`config.mk`:
```
export PLATFORM = sky130hd
export DESIGN_NAME = bcd_seg7_scan
export DESIGN_NICKNAME = d
export VERILOG_FILES = /design/src/rtl/bcd_seg7_pkg.sv /design/src/rtl/bcd_to_seg7.sv /design/src/rtl/bcd_seg7_scan.sv
export SDC_FILE = /design/constraint.sdc
export NUM_CORES = 1
export LEC_CHECK = 0
export CORE_ASPECT_RATIO = 1.4
export CORE_MARGIN = 5
export CORE_UTILIZATION = 55
export CTS_CLUSTER_SIZE = 16
export DETAILED_ROUTE_END_ITERATION = 8
export MAX_ROUTING_LAYER = met4
export PLACE_DENSITY = 0.88
export SLEW_MARGIN = 20
export SYNTH_ARGS = -nofsm -noshare
export SYNTH_HDL_FRONTEND = slang
export SYNTH_HIERARCHICAL = 1
export SYNTH_SLANG_ARGS = --single-unit
```
`constraint.sdc`:
```
create_clock -name clk -period 2.9 [get_ports clk]
set_clock_uncertainty 0.15 [all_clocks]
set_input_delay 0.58 -clock clk [delete_from_list [all_inputs] [get_ports clk]]
set_output_delay 0.58 -clock clk [all_outputs]
set_load 0.03 [all_outputs]
```
`src/rtl/bcd_seg7_pkg.sv`:
```
// Shared constants for the 3-digit multiplexed seven-segment scanner.
//
// Contents:
//   SEG_0 .. SEG_9 : active-high segment patterns, bit order {g,f,e,d,c,b,a}
//   SEG_DASH       : pattern shown for non-decimal nibbles 10..15
//   SEG_BLANK      : all segments off, used for leading-zero blanking
//   DIV_DEFAULT    : default clk cycles per digit slot
package bcd_seg7_pkg;

  localparam logic [6:0] SEG_0     = 7'h3F;
  localparam logic [6:0] SEG_1     = 7'h06;
  localparam logic [6:0] SEG_2     = 7'h5B;
  localparam logic [6:0] SEG_3     = 7'h4F;
  localparam logic [6:0] SEG_4     = 7'h66;
  localparam logic [6:0] SEG_5     = 7'h6D;
  localparam logic [6:0] SEG_6     = 7'h7D;
  localparam logic [6:0] SEG_7     = 7'h07;
  localparam logic [6:0] SEG_8     = 7'h7F;
  localparam logic [6:0] SEG_9     = 7'h6F;
  localparam logic [6:0] SEG_DASH  = 7'h40;
  localparam logic [6:0] SEG_BLANK = 7'h00;

  localparam int DIV_DEFAULT = 1000;

endpackage

```
`src/rtl/bcd_to_seg7.sv`:
```
// Combinational BCD to seven-segment decoder.
//
// Ports:
//   digit : 4-bit nibble to display
//   seg   : active-high segment pattern {g,f,e,d,c,b,a}; 10..15 show a dash
module bcd_to_seg7
  import bcd_seg7_pkg::*;
(
  input  logic [3:0] digit,
  output logic [6:0] seg
);

  always_comb begin
    seg = SEG_DASH;
    case (digit)
      4'd0:    seg = SEG_0;
      4'd1:    seg = SEG_1;
      4'd2:    seg = SEG_2;
      4'd3:    seg = SEG_3;
      4'd4:    seg = SEG_4;
      4'd5:    seg = SEG_5;
      4'd6:    seg = SEG_6;
      4'd7:    seg = SEG_7;
      4'd8:    seg = SEG_8;
      4'd9:    seg = SEG_9;
      default: seg = SEG_DASH;
    endcase
  end

endmodule

```
`src/rtl/bcd_seg7_scan.sv`:
```
// Time-multiplexed driver for a 3-digit common-cathode style display.
// A prescaler divides clk into digit slots of DIV cycles; the digit index
// walks ones -> tens -> hundreds. bcd_in is captured into a snapshot once
// per frame so a counter changing mid-frame never tears the display.
//
// Ports:
//   clk        : rising-edge clock
//   reset      : asynchronous reset, ACTIVE-LOW despite its name
//   bcd_in     : {hundreds, tens, ones} BCD digits
//   blank_lz   : 1 = blank leading zeros (sampled live)
//   seg        : registered segment drive {g,f,e,d,c,b,a}, active-high
//   an         : registered one-hot digit enable, an[0] = ones
//   frame_done : one-cycle pulse after each full 3-digit scan
module bcd_seg7_scan
  import bcd_seg7_pkg::*;
#(
  parameter int DIV = DIV_DEFAULT
) (
  input  logic        clk,
  input  logic        reset,
  input  logic [11:0] bcd_in,
  input  logic        blank_lz,
  output logic [6:0]  seg,
  output logic [2:0]  an,
  output logic        frame_done
);

  localparam logic [15:0] PRESC_MAX = 16'(DIV - 1);

  logic [15:0] presc;
  logic [1:0]  idx;
  logic [11:0] snap;
  logic        tick;
  logic        frame_end;
  logic [3:0]  digit;
  logic        blank;
  logic [6:0]  dec_seg;
  logic [6:0]  seg_next;
  logic [2:0]  an_next;

  assign tick      = (presc == PRESC_MAX);
  assign frame_end = tick && (idx == 2'd2);

  // Slot prescaler: free-running 0..DIV-1.
  always_ff @(posedge clk or negedge reset) begin
    if (!reset)    presc <= '0;
    else if (tick) presc <= '0;
    else           presc <= presc + 16'd1;
  end

  // Digit index 0..2; the unused code 3 is recovered on the very next edge.
  always_ff @(posedge clk or negedge reset) begin
    if (!reset)             idx <= 2'd0;
    else if (idx == 2'd3)   idx <= 2'd0;
    else if (tick)          idx <= (idx == 2'd2) ? 2'd0 : idx + 2'd1;
  end

  // Snapshot is taken at the end of the hundreds slot, and frame_done
  // pulses in the cycle right after the capture.
  always_ff @(posedge clk or negedge reset) begin
    if (!reset) begin
      snap       <= '0;
      frame_done <= 1'b0;
    end else begin
      frame_done <= frame_end;
      if (frame_end) snap <= bcd_in;
    end
  end

  // Digit select and leading-zero blanking. A nibble of 10..15 is nonzero,
  // so it never triggers blanking of itself or of the digits below it.
  always_comb begin
    digit   = snap[3:0];
    an_next = 3'b001;
    blank   = 1'b0;
    case (idx)
      2'd1: begin
        digit   = snap[7:4];
        an_next = 3'b010;
        blank   = blank_lz && (snap[11:8] == 4'd0) && (snap[7:4] == 4'd0);
      end
      2'd2: begin
        digit   = snap[11:8];
        an_next = 3'b100;
        blank   = blank_lz && (snap[11:8] == 4'd0);
      end
      default: begin
        digit   = snap[3:0];
        an_next = 3'b001;
        blank   = 1'b0;
      end
    endcase
    seg_next = blank ? SEG_BLANK : dec_seg;
  end

  bcd_to_seg7 u_dec (
    .digit (digit),
    .seg   (dec_seg)
  );

  // Output registers give glitch-free pins with one cycle of latency.
  always_ff @(posedge clk or negedge reset) begin
    if (!reset) begin
      seg <= '0;
      an  <= '0;
    end else begin
      seg <= seg_next;
      an  <= an_next;
    end
  end

endmodule

```
=== Word-level counts from Yosys, hierarchy flattened ===
Memory sizes are Yosys's and may differ from the RTL's.
Index checks and enable logic that the tools add are counted.

* Muxes and demuxes: 8
* Reductions and logical operators: 6
* $add $sub $neg: 2
* Equality and inequality tests: 4

{| class="wikitable"
|+ Operators by type and width
! operator !! number
|-
| $add 16x1->16 const B || 1
|-
| $eq 16x10->1 const B || 1
|-
| $mux 16 || 1
|-
| $logic_not 4->1 || 2
|-
| $pmux 4 s2 || 1
|-
| $mux 7 || 1
|-
| $mux 2 || 3
|-
| $pmux 3 s2 || 1
|-
| $eq 2x2->1 const B || 2
|-
| $logic_and 1x1->1 || 3
|-
| $add 2x1->2 const B || 1
|-
| $eq 2x1->1 const B || 1
|-
| $pmux 1 s2 || 1
|-
| $reduce_bool 2->1 || 1
|}

* Word-level logic and storage cells: 27
* Output and inout bits: 11
* Input bits: 15
* Memories: 1
* Bits in registers: 41
* Memory bits (read-only): 112

{| class="wikitable"
|+ Memory list
! name !! words !! width !! read ports !! clocked after Yosys merged registers in !! write ports !! line !! text
|-
| (no name shown) || 16 || 7 || 1 || 0 || 0 || bcd_to_seg7.sv:15 || <nowiki>case (digit)</nowiki>
|}

=== Longest topological paths before layout ===
* Depth after elaboration: 5
* Gate-level depth with buffers: 10
* Gate-level depth less buffers: 9

=== Modules after synthesis ===
Netlist, hierarchy kept.

{| class="wikitable"
|+ By module, submodules not included
! module !! area an instance (sq um) !! seq. area each (sq um) !! instances !! cells each
|-
| bcd_seg7_scan || 1921.8 || 1026.0 || 1 || 153
|-
| bcd_to_seg7 || 225.2 || 0.0 || 1 || 29
|}

=== Least setup slack after synthesis ===
No wires, ideal clock.

* Path kind: register to register
* From: reg idx[0]
* To: reg seg[5]
* Period minus slack after synthesis: 2.507 ns
* Slack: 0.393 ns
* Arrival time: 2.227 ns
* Path buffers: 1
* Stages on the path, launching flop included: 11
* Required time: 2.619 ns
* Cell sequence: dfrtp_1 -> inv_1 -> ha_1 -> clkbuf_1 -> nor2_1 -> a21oi_1 -> inv_1 -> ha_1 -> and2b_1 -> o31a_1 -> a21boi_0

* Word-level cells in the longest chain between the ends: 4
* Elaborated cells on any way between the ends: 6
* Those cells by class: eq/ne (2); mux (3); memory (1)

{| class="wikitable"
|+ RTL lines
! item !! line !! text
|-
| start: declaration || bcd_seg7_scan.sv:31 || <nowiki>logic [1:0] idx;</nowiki>
|-
| start signal: assignment || bcd_seg7_scan.sv:55 || <nowiki>else if (tick) idx <= (idx == 2'd2) ? 2'd0 : idx + 2'd1;</nowiki>
|-
| $eq 2x2->1 / $eq 2x1->1 (equally long branches) || bcd_seg7_scan.sv:76 || <nowiki>case (idx)</nowiki>
|-
| $pmux 4 s2 * || bcd_seg7_scan.sv:76 ||
|-
| via digit[1] || bcd_seg7_scan.sv:35 || <nowiki>logic [3:0] digit;</nowiki>
|-
| $mem_v2 16x7 * || n/a ||
|-
| via dec_seg[5] || bcd_seg7_scan.sv:37 || <nowiki>logic [6:0] dec_seg;</nowiki>
|-
| $mux 7 * || bcd_seg7_scan.sv:93 || <nowiki>seg_next = blank ? SEG_BLANK : dec_seg;</nowiki>
|-
| via seg_next[5] || bcd_seg7_scan.sv:38 || <nowiki>logic [6:0] seg_next;</nowiki>
|-
| end signal: assignment || bcd_seg7_scan.sv:107 || <nowiki>seg <= seg_next;</nowiki>
|-
| end: declaration || bcd_seg7_scan.sv:23 || <nowiki>output logic [6:0] seg,</nowiki>
|}

The timed path passes the listed nets; every way through them passes the cells marked *.
A chain may end at the register's enable or synchronous reset.

=== Worst setup path in the final report ===
Ends and elaborated chain as after synthesis.

==> flow_metrics.py <==
metrics = {
    "power_and_ir_drop": {
        "pwr-share-comb": 0.029,
        "p_leak_uw": 0.001121,
        "p_seq_frac": 0.570,
        "pwr-share-clk": 0.400,
        "powerDensity_nw_per_um2": 395.9,
        "p_sw_frac": 0.1991,
        "intPower_uw": 802.2,
        "ir_drop_v": 0.0002845,
        "total_power_uw": 1002,
        "p_sw_uw": 199.4,
    },
    "yosys": {
        "postSynthAreaPerCell_um2": 11.80,
        "synth-edff-count": 0,
        "ys.flop_type": "dfrtp_1",
        "ys_ff_latch": 41,
        "synthCells": 182,
        "ys_seq_area_frac": 0.4779,
        "synth-async-reset-ratio": 1.000,
        "synth_cell_types": 46,
        "synth_nets": 210,
        "syn_area_um2": 2147,
        "ys.warnings.count": 6,
    },
    "floorplanning": {
        "die-area_um2": 5271,
        "start_util": 0.5575,
        "chipHeight_um": 83.93,
        "die_x_um": 62.81,
        "core_um2": 3851,
        "ios": 26,
        "rows": 27,
    },
    "clock_tree": {
        "clock_latency_ps": 290,
        "clock-root-buffer": "clkbuf_8",
        "clk_pin_slew_worst_paths_ps": 70,
        "cts_resized": 0,
        "tritoncts": "done",
        "ctsHtreeMaxLevel": 2,
        "cts.path.max_buffers": 2,
        "cts.sinks": 41,
        "cts_inserted_buffers": 5,
        "cts_setup_buffers": 0,
        "cts_hold_buf": 0,
    },
    "timing": {
        "period_minus_slack_ps": 2422,
        "hold_violations": 0,
        "grt_setup_unrepaired": "false",
        "max_freq_mhz": 412.8,
        "finalMaxSlewViolations": 0,
        "setup_viol": 0,
        "final_min_period_over_clock_period": 0.8353,
        "tightest_slew_ps": 883.9,
        "relSlewSlack": 0.4107,
        "tns_ps": 0,
    },
    "routing": {
        "drtIter0Drc": 34,
        "first_pass_iters": 4,
        "via_per_inst": 5.961,
        "drc": 0,
        "drt_wl_total_mm": 4.320,
        "wl_per_cell_um": 16.88,
        "ant_nets": 0,
        "dr_total_vias": 1526,
    },
    "global_route": {
        "grt.total_usage": 0.1818,
        "grt_pass1_vias": 1583,
        "overflow": 0,
        "grt_start_max_net_pins": 42,
        "grt_pass1_wl_mm": 7.445,
        "antenna_found_initial": 0,
    },
    "cells_and_area": {
        "layout-drive-gt1-share": 0.1502,
        "nNetsFinal": 240,
        "fill_cells": 293,
        "layout_commonest_cell": "dfrtp_1",
        "diodes": 0,
        "area_growth_syn_to_layout_pct": 17.83,
        "final_cell_mix": "41 x dfrtp_1, 24 x clkdlybuf4s50_1, 13 x ha_1, 11 x inv_1, 11 x mux2_4",
    },
    "critical_path": {
        "cp.required_ps": 2910,
        "cp_max_fo": 10,
        "cp-startpoint": "idx[0]",
        "cp-start-kind": "flop",
        "worst-setup-path-type": "reg -> reg",
        "cp.arrival_ps": 2430,
        "r2r-start": "idx[0]",
        "worst_setup_path_end_kind": "flop",
    },
    "job": {
        "cap_violations": 0,
    },
    "placed_design": {
        "hpwl_mm": 3.156,
        "finalWeightedCongestion": 0.8087,
        "portBuffers": 25,
    },
    "outcome": {
        "status": "finished clean",
    },
    "min_path": {
        "min_path_type": "in -> async",
    },
}
[cells by family (layout without fill, tap and decap cells)]
kind of cell / after synthesis / count (layout) / share of synthesized area
compound gates: 35 / 35 / 0.1084
xor+xnor: 9 / 9 / 0.03672
fa+ha+maj: 13 / 13 / 0.07576
buf+inv: 17 / 48 / 0.04137
flops: 41 / 41 / 0.4779
mux: 15 / 15 / 0.09790
simple gates: 52 / 52 / 0.1620
[per-stage QoR]
step,instances,hold WS [ps],setup WS [ps],util,cell area [um2]
2_1_floorplan,182,134.4,392.6,-,2147
3_3_place_gp,248,331.2,575.2,0.6306,2429
3_5_place_dp,248,341.1,493.9,0.6306,2429
4_1_cts,256,283.6,462.7,0.6569,2530
5_1_grt,256,326.3,198.8,0.6569,2530
6_report,256,262.2,477.7,0.6569,2530
[worst max-delay path: stages (launching register included)]
cell and delay [ps]:
dfrtp_1 420, inv_1 110, ha_1 450, nor2_1 80
a21oi_1 230, inv_1 140, ha_1 230, and2b_1 150
o31a_1 220, a21boi_0 120
[cell type report]
class,count,area [um2],area share
Multi-Input combinational cell,124,1032,0.4080
Sequential cell,41,1026,0.4055
Timing Repair Buffer,29,275.3,0.1088
Clock buffer,7,96.34,0.03808
Tap cell,43,53.80,0.02127
Inverter,11,41.29,0.01632
Clock inverter,1,5.005,0.001978
[registers in the layout (all words and copies together), names as in the netlist]
register / count
presc: 16
snap: 12
idx: 2
seg: 7
an: 3
frame_done: 1
[power groups by stage]
stage	Sequential (uW)	Combinational, uW	Clock [uW]
global placement	583	29.3	0
global route	571	32.5	438
CTS	571	30.3	409
detailed placement	583	30.2	0
floorplan	583	0.354	0
finish	571	29.4	401
[layer usage]
metal,global-route usage,wire [um],vias up
met5,-,0,-
met4,0.1004,161,0
met3,0.03504,167,15
met2,0.3179,2368,50
met1,0.1877,1623,744
li1,-,-,717
[path summary, 6_finish.rpt]
check / cells after the start / slack [ps] / end
worst max-delay path: 9 / 480 / seg[5]
worst min-delay path: 1 / 260 / presc[10]
worst max register to register: 9 / 480 / seg[5]
worst min register to register: 1 / 350 / presc[15]
max in group asynchronous: 1 / 1790 / snap[4]
min in group clk: 1 / 350 / presc[15]
[synth_stat cells (2+ instances only)]
master,instances,area (um2)
a21oi_1,8,40.04
nor2_1,7,26.28
xor2_1,7,61.31
o22ai_1,3,18.77
nor4b_1,2,17.52
a22oi_1,5,37.54
inv_1,11,41.29
nor2b_1,2,12.51
nor4_1,6,37.54
nand2_1,5,18.77
ha_1,13,162.7
nor3_1,2,10.01
xnor2_1,2,17.52
nand3_1,5,25.02
mux2_2,4,45.04
or4_1,2,15.01
nand4_1,3,18.77
a21o_1,3,22.52
or3_1,2,12.51
o31ai_1,2,15.01
a21boi_0,7,52.55
and4_1,2,17.52
buf_6,3,33.78
o21ai_0,4,20.02
mux2_4,11,165.2
dfrtp_1,41,1026
Note: power is estimated with default switching activity, not from simulation.
